**src/rtl/isa_pkg.sv**
```systemverilog
// Shared ISA definitions for the instruction field issuer and its decoder:
// major opcodes, instruction field positions, decoded kinds and FSM states.
package isa_pkg;

  localparam int INSTR_W   = 16;
  localparam int OPC_MSB   = 15;
  localparam int OPC_LSB   = 12;
  localparam int OPERAND_W = 12;
  localparam int ALU_SUB_W = 8;

  localparam logic [3:0] OP_NOP   = 4'h0;
  localparam logic [3:0] OP_LOAD  = 4'h1;
  localparam logic [3:0] OP_STORE = 4'h2;
  localparam logic [3:0] OP_JUMP  = 4'h3;
  localparam logic [3:0] OP_ALU   = 4'h8;
  localparam logic [3:0] OP_HALT  = 4'hF;

  // Decoded instruction class, independent of the raw opcode encoding
  typedef enum logic [2:0] {
    K_NOP,
    K_LOAD,
    K_STORE,
    K_JUMP,
    K_ALU,
    K_HALT,
    K_ILLEGAL
  } kind_t;

  // Issuer sequencing states
  typedef enum logic [2:0] {
    ST_FETCH,
    ST_WAIT,
    ST_DECODE,
    ST_ISSUE,
    ST_HALT
  } state_t;

endpackage

```
**src/rtl/instr_field_issuer_if.sv**
```systemverilog
// Bus between the issuer and its environment: instruction-memory fetch
// handshake, downstream back-pressure and the shared field bus.
interface instr_field_issuer_if #(
  parameter int PC_W = 12
);

  logic            imem_req;
  logic [PC_W-1:0] imem_addr;
  logic [15:0]     imem_data;
  logic            imem_valid;
  logic            exec_busy;
  logic            select_demux;
  logic [11:0]     data_addr;
  logic [7:0]      opcode2;
  logic            issue_valid;
  logic            halted;
  logic            illegal;

  modport master (
    output imem_req, imem_addr, select_demux, data_addr, opcode2,
           issue_valid, halted, illegal,
    input  imem_data, imem_valid, exec_busy
  );

  modport slave (
    input  imem_req, imem_addr, select_demux, data_addr, opcode2,
           issue_valid, halted, illegal,
    output imem_data, imem_valid, exec_busy
  );

endinterface

```
**src/rtl/instr_decode.sv**
```systemverilog
// Purely combinational instruction decoder: splits an instruction word into
// its class, 12-bit operand and 8-bit ALU sub-opcode.
module instr_decode
  import isa_pkg::*;
(
  input  logic [INSTR_W-1:0]   ir_i,
  output kind_t                kind_o,
  output logic [OPERAND_W-1:0] operand_o,
  output logic [ALU_SUB_W-1:0] sub_op_o,
  output logic                 is_illegal_o
);

  // Classify the major opcode; anything not listed is illegal
  always_comb begin
    kind_o       = K_ILLEGAL;
    is_illegal_o = 1'b1;
    operand_o    = ir_i[OPERAND_W-1:0];
    sub_op_o     = ir_i[ALU_SUB_W-1:0];
    case (ir_i[OPC_MSB:OPC_LSB])
      OP_NOP:   begin kind_o = K_NOP;   is_illegal_o = 1'b0; end
      OP_LOAD:  begin kind_o = K_LOAD;  is_illegal_o = 1'b0; end
      OP_STORE: begin kind_o = K_STORE; is_illegal_o = 1'b0; end
      OP_JUMP:  begin kind_o = K_JUMP;  is_illegal_o = 1'b0; end
      OP_ALU:   begin kind_o = K_ALU;   is_illegal_o = 1'b0; end
      OP_HALT:  begin kind_o = K_HALT;  is_illegal_o = 1'b0; end
      default:  begin kind_o = K_ILLEGAL; is_illegal_o = 1'b1; end
    endcase
  end

endmodule

```
**src/rtl/instr_field_issuer.sv**
```systemverilog
// Datapath front-end: fetches instruction words, decodes them and drives the
// shared field bus (data address or ALU sub-opcode) towards the demux.
// Owns the program counter, jump handling and the sticky halt.
module instr_field_issuer
  import isa_pkg::*;
#(
  parameter int              PC_W     = 12,
  parameter logic [PC_W-1:0] RESET_PC = '0
) (
  input logic                 clk,
  input logic                 rst,
  instr_field_issuer_if.master bus
);

  state_t                state_q;
  logic [PC_W-1:0]       pc_q;
  logic [INSTR_W-1:0]    ir_q;
  logic                  imem_req_q;
  logic                  select_demux_q;
  logic [OPERAND_W-1:0]  data_addr_q;
  logic [ALU_SUB_W-1:0]  opcode2_q;
  logic                  issue_valid_q;
  logic                  halted_q;
  logic                  illegal_q;

  kind_t                 kind;
  logic [OPERAND_W-1:0]  operand;
  logic [ALU_SUB_W-1:0]  sub_op;
  logic                  is_illegal;

  logic [PC_W-1:0]       pc_inc_d;
  logic [PC_W-1:0]       jump_pc_d;

  instr_decode u_decode (
    .ir_i         (ir_q),
    .kind_o       (kind),
    .operand_o    (operand),
    .sub_op_o     (sub_op),
    .is_illegal_o (is_illegal)
  );

  // Sequential PC increment wraps naturally; jump target is resized to PC_W
  assign pc_inc_d  = pc_q + PC_W'(1);
  assign jump_pc_d = PC_W'(operand);

  // Fetch/decode/issue sequencer with all bus outputs held in registers
  always_ff @(posedge clk) begin
    if (rst) begin
      state_q        <= ST_FETCH;
      pc_q           <= RESET_PC;
      ir_q           <= '0;
      imem_req_q     <= 1'b0;
      select_demux_q <= 1'b0;
      data_addr_q    <= '0;
      opcode2_q      <= '0;
      issue_valid_q  <= 1'b0;
      halted_q       <= 1'b0;
      illegal_q      <= 1'b0;
    end else begin
      illegal_q <= 1'b0;
      case (state_q)
        ST_FETCH: begin
          imem_req_q <= 1'b1;
          state_q    <= ST_WAIT;
        end
        ST_WAIT: begin
          if (bus.imem_valid) begin
            ir_q       <= bus.imem_data;
            imem_req_q <= 1'b0;
            state_q    <= ST_DECODE;
          end
        end
        ST_DECODE: begin
          if (is_illegal) begin
            illegal_q  <= 1'b1;
            pc_q       <= pc_inc_d;
            imem_req_q <= 1'b1;
            state_q    <= ST_FETCH;
          end else begin
            case (kind)
              K_LOAD, K_STORE: begin
                select_demux_q <= 1'b1;
                data_addr_q    <= operand;
                issue_valid_q  <= 1'b1;
                state_q        <= ST_ISSUE;
              end
              K_ALU: begin
                select_demux_q <= 1'b0;
                opcode2_q      <= sub_op;
                issue_valid_q  <= 1'b1;
                state_q        <= ST_ISSUE;
              end
              K_JUMP: begin
                pc_q       <= jump_pc_d;
                imem_req_q <= 1'b1;
                state_q    <= ST_FETCH;
              end
              K_HALT: begin
                halted_q <= 1'b1;
                state_q  <= ST_HALT;
              end
              default: begin
                pc_q       <= pc_inc_d;
                imem_req_q <= 1'b1;
                state_q    <= ST_FETCH;
              end
            endcase
          end
        end
        ST_ISSUE: begin
          if (!bus.exec_busy) begin
            pc_q          <= pc_inc_d;
            issue_valid_q <= 1'b0;
            imem_req_q    <= 1'b1;
            state_q       <= ST_FETCH;
          end
        end
        ST_HALT: begin
          state_q <= ST_HALT;
        end
        default: begin
          state_q <= ST_FETCH;
        end
      endcase
    end
  end

  assign bus.imem_req     = imem_req_q;
  assign bus.imem_addr    = pc_q;
  assign bus.select_demux = select_demux_q;
  assign bus.data_addr    = data_addr_q;
  assign bus.opcode2      = opcode2_q;
  assign bus.issue_valid  = issue_valid_q;
  assign bus.halted       = halted_q;
  assign bus.illegal      = illegal_q;

endmodule

```
**src/flat_wrapper.sv**
```systemverilog
// flat-port wrapper written by rule: the top's interface ports become plain ports
module instr_field_issuer_flat import isa_pkg::*;
#(
  parameter int              PC_W     = 12,
  parameter logic [PC_W-1:0] RESET_PC = '0
)
  (clk, rst, bus_imem_req, bus_imem_addr, bus_select_demux, bus_data_addr, bus_opcode2, bus_issue_valid, bus_halted, bus_illegal, bus_imem_data, bus_imem_valid, bus_exec_busy);
  instr_field_issuer_if #(.PC_W(PC_W)) bus_i ();
  input logic clk;
  input logic rst;
  output wire logic [$bits(bus_i.imem_req)-1:0] bus_imem_req;
  output wire logic [$bits(bus_i.imem_addr)-1:0] bus_imem_addr;
  output wire logic [$bits(bus_i.select_demux)-1:0] bus_select_demux;
  output wire logic [$bits(bus_i.data_addr)-1:0] bus_data_addr;
  output wire logic [$bits(bus_i.opcode2)-1:0] bus_opcode2;
  output wire logic [$bits(bus_i.issue_valid)-1:0] bus_issue_valid;
  output wire logic [$bits(bus_i.halted)-1:0] bus_halted;
  output wire logic [$bits(bus_i.illegal)-1:0] bus_illegal;
  input wire logic [$bits(bus_i.imem_data)-1:0] bus_imem_data;
  input wire logic [$bits(bus_i.imem_valid)-1:0] bus_imem_valid;
  input wire logic [$bits(bus_i.exec_busy)-1:0] bus_exec_busy;
  assign bus_imem_req = bus_i.imem_req;
  assign bus_imem_addr = bus_i.imem_addr;
  assign bus_select_demux = bus_i.select_demux;
  assign bus_data_addr = bus_i.data_addr;
  assign bus_opcode2 = bus_i.opcode2;
  assign bus_issue_valid = bus_i.issue_valid;
  assign bus_halted = bus_i.halted;
  assign bus_illegal = bus_i.illegal;
  assign bus_i.imem_data = bus_imem_data;
  assign bus_i.imem_valid = bus_imem_valid;
  assign bus_i.exec_busy = bus_exec_busy;
  instr_field_issuer #(.PC_W(PC_W), .RESET_PC(RESET_PC)) u_core (.clk(clk), .rst(rst), .bus(bus_i));
endmodule
```
**config.mk**
```make
export PLATFORM = sky130hd
export DESIGN_NAME = instr_field_issuer_flat
export DESIGN_NICKNAME = d
export VERILOG_FILES = /design/src/rtl/isa_pkg.sv /design/src/rtl/instr_field_issuer_if.sv /design/src/rtl/instr_decode.sv /design/src/rtl/instr_field_issuer.sv /design/src/flat_wrapper.sv
export SDC_FILE = /design/constraint.sdc
export NUM_CORES = 1
export LEC_CHECK = 0
export ABC_AREA = 1
export BUFFER_PORTS_ARGS = -buffer_cell sky130_fd_sc_hd__buf_2
export CELL_PAD_IN_SITES_DETAIL_PLACEMENT = 0
export CELL_PAD_IN_SITES_GLOBAL_PLACEMENT = 1
export CORE_UTILIZATION = 34
export CTS_CLUSTER_SIZE = 10
export DETAILED_ROUTE_END_ITERATION = 7
export PLACE_DENSITY = 0.77
export SYNTH_ARGS = -nofsm -noshare
export SYNTH_HDL_FRONTEND = slang
export SYNTH_SLANG_ARGS = --single-unit
```
**constraint.sdc**
```tcl
create_clock -name clk -period 1.3 [get_ports clk]
set_input_delay 0.13 -clock clk [delete_from_list [all_inputs] [get_ports clk]]
set_output_delay 0.13 -clock clk [all_outputs]
set_load 0.1 [all_outputs]
```
# [Yosys cells after proc, flatten, opt, wreduce, memory -nomap -nowiden]
# Index checks and enable logic that the tools add are counted.
[word_totals] regBits=56 wordCells=71
[op_classes] add_sub_neg=1 eq_ne=19 n_mux=21 bitwise_logic=1 reduce_logical=19
[ops] cell="12-bit one-hot mux with 2 select lines" n=2
[ops] cell="12-bit 2-to-1 mux" n=2
[ops] cell="3-bit one-hot mux with 6 select lines" n=1
[ops] cell="3-bit one-hot mux with 5 select lines" n=1
[ops] cell="3-bit AND reduction" n=5
[ops] cell="12-bit by 1-bit adder with 12-bit output (second input constant)" n=1
[ops] cell="3-bit by 2-bit == test with 1-bit output (second input constant)" n=4
[ops] cell="3-bit == test (second input constant)" n=3
[ops] cell="3-bit 2-to-1 mux" n=3
[ops] cell="4-bit by 2-bit == test with 1-bit output (second input constant)" n=2
[ops] cell="4-bit == test (second input constant)" n=2
[ops] cell="1-bit 2-to-1 mux" n=8
[ops] cell="2-bit inequality test (second input constant)" n=4
[ops] cell="4-bit AND reduction" n=2
[ops] cell="3-bit by 1-bit == test with 1-bit output (second input constant)" n=2
[ops] cell="3-bit one-hot mux with 2 select lines" n=1
[ops] cell="6-bit OR reduction" n=1
[ops] cell="4-bit by 1-bit == test with 1-bit output (second input constant)" n=1
[ops] cell="4-bit logical NOT" n=1
[ops] cell="1-bit one-hot mux with 2 select lines" n=2
[ops] cell="1-bit one-hot mux with 4 select lines" n=1
[ops] cell="2-bit AND reduction" n=2
[ops] cell="2-bit nonzero test" n=2
[ops] cell="4-bit nonzero test" n=1
[ops] cell="other kinds (6)" n=7

# [Logic depth before layout (Yosys ltp)]
# Gate-level depths: netlist (run 1).
[logic_depth] ltp_word=7 depth_mapped=10 ltp_nobuf=10

# [Modules after synthesis]
# From an unflattened synthesis (run 1), not the netlist that was laid out.
[unflattened] cells_unflattened=392 hier_area_um2=2733.9
[by_module_without_submodules] mod="instr_field_issuer" instances=1 cells_each=355 area_each_um2=2506.2 seq_area_each_um2=1121.1
[by_module_without_submodules] mod="instr_decode" instances=1 cells_each=37 area_each_um2=227.7 seq_area_each_um2=0.0

# [Least setup slack after synthesis (run 1)]
# OpenSTA, ideal clock, no wires.
[synth_timing] path_type="reg-to-reg" startpoint="register u_core.pc_q[0] (netlist: u_core.bus.imem_addr[0])" endpoint="register u_core.pc_q[8] (netlist: u_core.bus.imem_addr[8])" setup_time_ps=116 arrival_time_ps=2005 t_required_ps=1184 slack_ps=-820 path_stages_with_launch=11 n_path_buf=0 period_less_slack_ps=2120 cell_sequence="dfxtp_1 -> ha_1 -> nand2_1 -> inv_1 -> nand2_1 -> nor2_1 -> nand2_1 -> nand2_1 -> nand2_1 -> o21ai_0 -> nor2_1"
[synth_via] elab_chain_len=4
[synth_lines] element="from (decl)" line="instr_field_issuer.sv:16" text="logic [PC_W-1:0] pc_q;"
[synth_lines] element="from (signal assigned)" line="instr_field_issuer.sv:76" text="pc_q <= pc_inc_d;"
[synth_lines] element="from (signal assigned)" line="instr_field_issuer.sv:94" text="pc_q <= jump_pc_d;"
[synth_lines] element="from (signal assigned)" line="instr_field_issuer.sv:103" text="pc_q <= pc_inc_d;"
[synth_lines] element="12-bit by 1-bit adder with 12-bit output (*)" line="instr_field_issuer.sv:43" text="assign pc_inc_d = pc_q + PC_W'(1);"
[synth_lines] element="12-bit one-hot mux with 2 select lines" line="instr_field_issuer.sv:80" text="case (kind)"
[synth_lines] element="12-bit 2-to-1 mux" line="instr_field_issuer.sv:74" text="if (is_illegal) begin"
[synth_lines] element="12-bit one-hot mux with 2 select lines (*)" line="instr_field_issuer.sv:61" text="case (state_q)"
# Mark *: on every way between the ends. The rest lies on a longest branch, timed or not. The select of a mux whose other input is x is not followed.
# A chain may end at the register's enable or synchronous reset.

# [Worst setup path after layout (run 1)]
[layout_timing] startpoint="register u_core.ir_q[13]" endpoint="register u_core.pc_q[0] (netlist: u_core.bus.imem_addr[0])"
[layout_via] elab_chain_len=7
[layout_lines] element="from (decl)" line="instr_field_issuer.sv:17" text="logic [INSTR_W-1:0] ir_q;"
[layout_lines] element="from (signal assigned)" line="instr_field_issuer.sv:68" text="ir_q <= bus.imem_data;"
[layout_lines] element="4-bit == test, or another cell as far along" line="instr_decode.sv:19" text="case (ir_i[OPC_MSB:OPC_LSB])"
[layout_lines] element="3-bit one-hot mux with 6 select lines" line="instr_decode.sv:19"
[layout_lines] element="3-bit by 1-bit == test with 1-bit output, or another cell as far along" line="instr_field_issuer.sv:80"
[layout_lines] element="4-bit OR reduction (no source line)"
[layout_lines] element="12-bit one-hot mux with 2 select lines" line="instr_field_issuer.sv:80"
[layout_lines] element="12-bit 2-to-1 mux" line="instr_field_issuer.sv:74"
[layout_lines] element="12-bit one-hot mux with 2 select lines" line="instr_field_issuer.sv:61"
# Parallel ways exist; a longest one is shown, timed or not.

==> impl_metrics.env, run 1 <==
export IMPL_outcome="finished with violations"
export IMPL_violations="setup timing"
export IMPL_setup_viol=47
export IMPL_core_mm2=0.00694
export IMPL_std_cell_rows=30
export IMPL_postCtsHoldBufs=0
export IMPL_drc=0
export IMPL_areaGrowthSynthToFinish_pct=58.8
export IMPL_clk_latency_ns=0.32
export IMPL_period_needed_ns=1.44
export IMPL_maxCapViolCount=0
export IMPL_hold_class="in2reg"
export IMPL_clock_sinks=56
export IMPL_hold_depth=3
export IMPL_worst_slack_ns=-0.138
export IMPL_ant_nets=0
export IMPL_syn_avg_cell_area_um2=6.93
export IMPL_antenna_found_initial=0
export IMPL_grt_use_met2_pct=32.0
export IMPL_grt_util_met1_pct=22.6
export IMPL_end_kind="flip-flop"
export IMPL_avgViaCountPerCell=4.77
export IMPL_reg2reg_to="u_core.bus.imem_addr[0]"
export IMPL_initial_core_util_pct=36.1
export IMPL_portBuffers=56
export IMPL_firstDrtPassIters=4
export IMPL_cp_required_ns=1.52
export IMPL_yosys_warnings=0
export IMPL_ios=57
export IMPL_max_freq_ghz=0.695
export IMPL_drt_initial_drc_count=111
export IMPL_finClkSkew_ns=0.00676
export IMPL_vias=2680
export IMPL_place_congestion=0.821
export IMPL_htree_levels=2
export IMPL_utilization_pct=57.4
export IMPL_leakage_nw=1.71
export IMPL_fin_crit_sh_pct=111
export IMPL_path_clk_slew_ns=0.10
export IMPL_power_density_mw_per_mm2=1090
export IMPL_grt_pass1_wl_um=10800
export IMPL_r2r_slack_ns=-0.14
export IMPL_rsz0062_at_grt="true"
export IMPL_worstSetupPathType="reg2reg"
export IMPL_syn_area_mm2=0.00251
export IMPL_clockBufferDepth=2
export IMPL_grt_pass1_vias=2364
export IMPL_ir_worst_vdd_mv=0.561
export IMPL_die_y_um=87.9
export IMPL_tritoncts="yes"
export IMPL_nFillCells=664
export IMPL_dpl_cell_area_mm2=0.00329
export IMPL_cts_buffers=5
export IMPL_cts_root_buffer="clkbuf_8"
export IMPL_use_met3_pct=3.30
export IMPL_drt_wl_total_um=7370
export IMPL_fin_area_mm2=0.00398
export IMPL_synth_area_leaders="dfxtp_1, o21ai_0, nand2_1, nor2_1, inv_1"
export IMPL_ys_types=23
export IMPL_cp_arrival_ns=1.66
export IMPL_critPathMaxFanout=7
export IMPL_die_width_um=87.9
export IMPL_hold_ws_ns=0.0270
export IMPL_max_slew_margin_pct=67.5
export IMPL_synth_top_area_share_pct=44.7
export IMPL_dieArea_mm2=0.00772
export IMPL_drive_above_1_share_pct=49.6
export IMPL_worst_pin_slew_ns=0.491
export IMPL_synth_seq_cells=56
export IMPL_diodes=0
export IMPL_synthesis_nets=383
export IMPL_busiest_layer="met2"
export IMPL_hold_end="u_core.ir_q[3]"
export IMPL_ys_seq_area_share_pct=44.7
export IMPL_wl_per_cell_um=13.1
export IMPL_yosysTopAreaCell="dfxtp_1"
export IMPL_grt_overflow=0
export IMPL_synthCells=362
export IMPL_hpwl_um=4880
export IMPL_grt_max_degree=39
export IMPL_timing_rr_start="u_core.ir_q[13]"
export IMPL_layout_nets=486
export IMPL_startpoint_type="flip-flop"
export IMPL_grtUsageTotal_pct=18.1
export IMPL_min_from="bus_imem_data[3]"
export IMPL_hold_viol_final=0
export IMPL_drv_slew=0
export IMPL_reg2reg_depth=9
## cell type report
| cell class | instances | area [µm²] | area share [%] |
|---|---|---|---|
| inverter | 56 | 218 | 5.47 |
| sequential | 56 | 1190 | 29.8 |
| tap | 96 | 120 | 3.02 |
| clock buffer | 7 | 76.3 | 1.92 |
| clock inverter | 1 | 8.76 | 0.220 |
| timing repair buffer | 108 | 827 | 20.8 |
| multi-input combinational | 238 | 1550 | 38.8 |
## worst max-delay path: stages, from the launching register on
cell,delay [ns]
dfxtp_4,0.38
nand2_4,0.10
inv_1,0.06
nand2_2,0.12
nand3_4,0.11
a21oi_4,0.25
buf_6,0.17
nand2_2,0.04
o21ai_1,0.07
nor2_1,0.05
## worst max path at each step
| stage | from | end | slack [ns] | depth (start not counted) |
|---|---|---|---|---|
| 6_report | u_core.ir_q[13] | u_core.bus.imem_addr[0] | -0.14 | 9 |
| 5_1_grt | u_core.ir_q[13] | u_core.bus.imem_addr[10] | -0.20 | 8 |
| 4_1_cts | u_core.state_q[0] | u_core.bus.imem_addr[9] | -0.12 | 10 |
| 3_5_place_dp | u_core.state_q[2] | u_core.bus.imem_addr[8] | -0.15 | 7 |
| 3_3_place_gp | u_core.ir_q[14] | u_core.bus.imem_addr[11] | -0.1 | 10 |
| 2_1_floorplan | u_core.bus.imem_addr[1] | u_core.bus.imem_addr[8] | -0.13 | 10 |
## cells by family after synthesis
| family | synth area share (%) |
|---|---|
| adder cells (fa/ha/maj) | 0.499 |
| AO/OA/AOI/OAI | 20.1 |
| XOR/XNOR | 0.349 |
| AND/OR/NAND/NOR | 23.4 |
| flip-flops | 44.7 |
| buffers and inverters | 10.9 |
## power breakdown
group          total (mW)  leakage [nW]  internal [mW]  switching [mW]
Sequential           1.98         0.469           1.83           0.145
Combinational        1.39          1.20          0.486           0.901
Clock               0.974        0.0424          0.387           0.587
## flip-flops by register name (all words and copies together), names as in the netlist
name and count:
u_core.ir_q 16, u_core.bus.data_addr 12, u_core.bus.imem_addr 12, u_core.bus.opcode2 8, u_core.state_q 3, u_core.bus.halted 1
u_core.bus.illegal 1, u_core.bus.imem_req 1, u_core.bus.issue_valid 1, u_core.bus.select_demux 1
## placed cells by master, fill, tap and decap left out, types with 3 or more instances in the layout
master / count
a21oi_1: 21
a21oi_2: 18
buf_12: 5
buf_2: 55
buf_4: 31
buf_6: 13
clkbuf_8: 5
dfxtp_1: 36
dfxtp_2: 4
dfxtp_4: 16
inv_1: 47
inv_2: 6
inv_4: 3
nand2_1: 39
nand2_2: 15
nand2_4: 3
nand3_1: 14
nand3_4: 6
nor2_1: 41
nor2_2: 8
nor2_4: 9
o21ai_0: 22
o21ai_1: 8
o21ai_2: 17
o21ai_4: 5
## through the flow
| stage | setup TNS, ns | instances | total power [mW] | setup slack [ns] |
|---|---|---|---|---|
| after floorplan | -0.933 | 362 | 2.73 | -0.133 |
| after global placement | -1.18 | 540 | 3.05 | -0.0968 |
| after detailed placement | -2.10 | 540 | 3.07 | -0.155 |
| after CTS | -1.87 | 552 | 4.10 | -0.117 |
| after global routing | -6.69 | 562 | 4.54 | -0.201 |
| final | -3.06 | 562 | 4.34 | -0.138 |
## cells in the mapped netlist
cell type / count
o21ai_0: 50
nand2_1: 55
ha_1: 1
a31oi_1: 2
a21oi_1: 40
xor2_1: 1
buf_2: 3
nand3_1: 22
nor2_4: 1
buf_6: 2
nor3_1: 1
o21ai_2: 2
clkbuf_1: 7
a21oi_4: 1
nor3_4: 1
o21bai_1: 1
nor2_1: 55
nor2_2: 2
inv_2: 2
nand2_2: 2
nand4_1: 1
dfxtp_1: 56
inv_1: 54
## layer usage
layer	vias up	wire length, µm
met1	1252	3190
li1	1373	-
met4	0	79
met3	8	251
met2	47	3850
met5	-	0
## timing repair
| item | in CTS | in global routing |
|---|---|---|
| pin swaps | 7 | 23 |
| buffers inserted | 3 | 7 |
| cloned | 1 | 3 |
| endpoints found under the setup margin | 47 | 54 |
| gates resized for setup | 35 | 109 |
Power figures use the tool's default switching activity.
==> run 2: changes to the inputs <==
Settings changed: CORE_UTILIZATION 34 to 35, CTS_BUF_LIST set to sky130_fd_sc_hd__clkbuf_4, PLACE_DENSITY 0.77 to 0.79.
==> run 2 against run 1 <==
- the run ends with hold timing, setup timing left
- global-route usage rose by 0.69 points
- non-clock buffer count is 7 higher
- flip-flop and latch count unchanged
- clock-buffer cell count shrank 2
- power decreased by 2.8%
- register-to-register slack worse by 0.04 ns
- routed wire length down 1.2%
- worst setup slack worse by 0.036 ns
- sequential share of layout area down 0.093 points
- critical path depth is 3 lower
- clock power shrank 12%
- sequential power fell by 2%
==> impl_metrics.env, run 2 (synthesis gave the netlist of run 1 again) <==
export IMPL_outcome="finished with violations"
export IMPL_violations="hold timing, setup timing"
export IMPL_worstSetupPathType="reg2reg"
export IMPL_antenna_found_initial=0
export IMPL_hold_class="in2reg"
export IMPL_timing_rr_start="u_core.state_q[2]"
export IMPL_firstDrtPassIters=6
export IMPL_top_register="u_core.ir_q"
export IMPL_max_freq_ghz=0.679
export IMPL_diodes=0
export IMPL_leakage_nw=1.68
export IMPL_finClkSkew_ns=0.00766
export IMPL_path_clk_slew_ns=0.18
export IMPL_tritoncts="yes"
export IMPL_worst_path_most_repeated_cell="buf_4"
export IMPL_die_y_um=86.6
export IMPL_rsz0062_at_grt="true"
export IMPL_grt_max_degree=41
export IMPL_htree_levels=2
export IMPL_period_needed_ns=1.47
export IMPL_largest_register_ffs=16
export IMPL_portBuffers=56
export IMPL_areaGrowthSynthToFinish_pct=58.0
export IMPL_maxCapViolCount=0
export IMPL_drc=0
export IMPL_cts_root_buffer="clkbuf_4"
export IMPL_wl_per_cell_um=12.8
export IMPL_hpwl_um=4780
export IMPL_layout_commonest_cell="buf_4"
export IMPL_report_power_total_mw=4.22
export IMPL_cp_arrival_ns=1.82
export IMPL_core_mm2=0.00687
export IMPL_grtUsageTotal_pct=18.8
export IMPL_ios=57
export IMPL_die_width_um=86.6
export IMPL_reg2reg_to="u_core.bus.data_addr[7]"
export IMPL_place_congestion=0.860
export IMPL_cp_required_ns=1.65
export IMPL_clk_latency_ns=0.40
export IMPL_reg2reg_depth=6
export IMPL_layout_common_cells="buf_4, inv_1, nand2_1"
export IMPL_clock_sinks=56
export IMPL_fin_crit_sh_pct=113
export IMPL_power_density_mw_per_mm2=1060
export IMPL_drt_wl_total_um=7280
export IMPL_placed_cells=536
export IMPL_instances_no_fill=569
export IMPL_drive_above_1_share_pct=40.8
export IMPL_initial_core_util_pct=36.5
export IMPL_worst_slack_ns=-0.174
export IMPL_startpoint_type="flip-flop"
export IMPL_critPathLaunch="u_core.state_q[2]"
export IMPL_avgViaCountPerCell=4.71
export IMPL_hold_viol_final=2
export IMPL_critPathMaxFanout=10
export IMPL_hold_ws_ns=-0.00684
export IMPL_drv_slew=0
export IMPL_layout_nets=493
export IMPL_cpPeakStageDelay_ns=0.41
export IMPL_cp_slowest_cell="dfxtp_4"
export IMPL_end_kind="flip-flop"
export IMPL_max_slew_margin_pct=81.2
export IMPL_grt_pass1_wl_um=10900
export IMPL_vias=2679
export IMPL_std_cell_rows=30
export IMPL_crit_chain="nor3_4 > buf_4 > nand3_4 > buf_12 > buf_4 > a21oi_1"
export IMPL_fin_area_mm2=0.00396
export IMPL_drt_initial_drc_count=101
export IMPL_clockBufferDepth=2
export IMPL_r2r_slack_ns=-0.17
export IMPL_ant_nets=0
export IMPL_dieArea_mm2=0.00751
export IMPL_nFillCells=659
export IMPL_cts_buffers=5
export IMPL_worst_pin_slew_ns=0.284
export IMPL_setup_viol=53
export IMPL_endpoint="u_core.bus.data_addr[7]"
export IMPL_grt_overflow=0
export IMPL_dpl_cell_area_mm2=0.00326
export IMPL_grt_pass1_vias=2369
export IMPL_ir_worst_vdd_mv=0.694
-- run 2: cell types whose count changed in the layout (fill, tap and decap cells not counted), moves of 9 or more --
cell / delta
dlygate4sd3_1: +14
nand2_1: +9
o21ai_1: +12
o21ai_2: -10
a21oi_2: -11
a21oi_1: +12
buf_4: +36
buf_2: -36
nand2_2: -9
-- run 2: through the flow --
| step | hold WS [ns] | setup TNS, ns | utilization, % | setup slack [ns] |
|---|---|---|---|---|
| floorplan | 0.265 | -0.933 | - | -0.133 |
| global placement | 0.362 | -1.35 | 47.4 | -0.158 |
| detailed placement | 0.371 | -2.62 | 47.4 | -0.177 |
| CTS | 0.00110 | -2.50 | 53.2 | -0.129 |
| global route | 0.0101 | -8.98 | 57.7 | -0.253 |
| finish | -0.00684 | -5.23 | 57.7 | -0.174 |
-- run 2: critical path: cells and delay by family (launching register included) --
family                 cells  cell delay (ns)
buffers and inverters      3             0.49
flip-flops                 1             0.41
AND/OR/NAND/NOR            2             0.38
AO/OA/AOI/OAI              1             0.15
-- run 2: power breakdown --
part	switching (mW)	leakage (nW)	internal, mW
logic	0.892	1.18	0.522
registers	0.109	0.468	1.83
clock network	0.632	0.0333	0.228
-- run 2: how the worst min path moves through the flow --
stage,startpoint,to,slack [ns],cells after the start
3_3_place_gp,bus_imem_data[2],u_core.ir_q[2],0.36,3
4_1_cts,bus_imem_data[12],u_core.ir_q[12],0.001,3
2_1_floorplan,bus_imem_data[0],u_core.ir_q[0],0.26,2
3_5_place_dp,bus_imem_data[2],u_core.ir_q[2],0.37,3
5_1_grt,bus_imem_data[12],u_core.ir_q[12],0.01,3
6_report,bus_imem_data[12],u_core.ir_q[12],-0.007,3
-- run 2: area by class of cell --
cell class | instances | area, µm² | area share (%)
flip-flops and latches | 56 | 1180 | 29.7
clock inverters | 3 | 27.5 | 0.695
repair buffers | 115 | 995 | 25.1
clock buffers | 5 | 37.5 | 0.948
well taps | 96 | 120 | 3.03
inverters | 56 | 218 | 5.50
multi-input cells | 238 | 1390 | 35.0
-- run 2: what timing repair did --
action | in CTS | in global routing
setup buffers | 3 | 6
cloned | 1 | 2
hold buffers | 13 | 1
pin swaps | 4 | 11
hold endpoints to repair | 13 | 1
gates resized for setup | 65 | 65
setup endpoints to repair | 86 | 53
-- run 2: per-layer routing --
layer / up-vias / global-route usage, % / share of wire (%)
li1: 1378 / - / -
met1: 1239 / 23.8 / 46
met2: 53 / 32.8 / 50
met3: 9 / 3.33 / 3.1
met4: 0 / 5.00 / 1.5
met5: - / 0 / 0
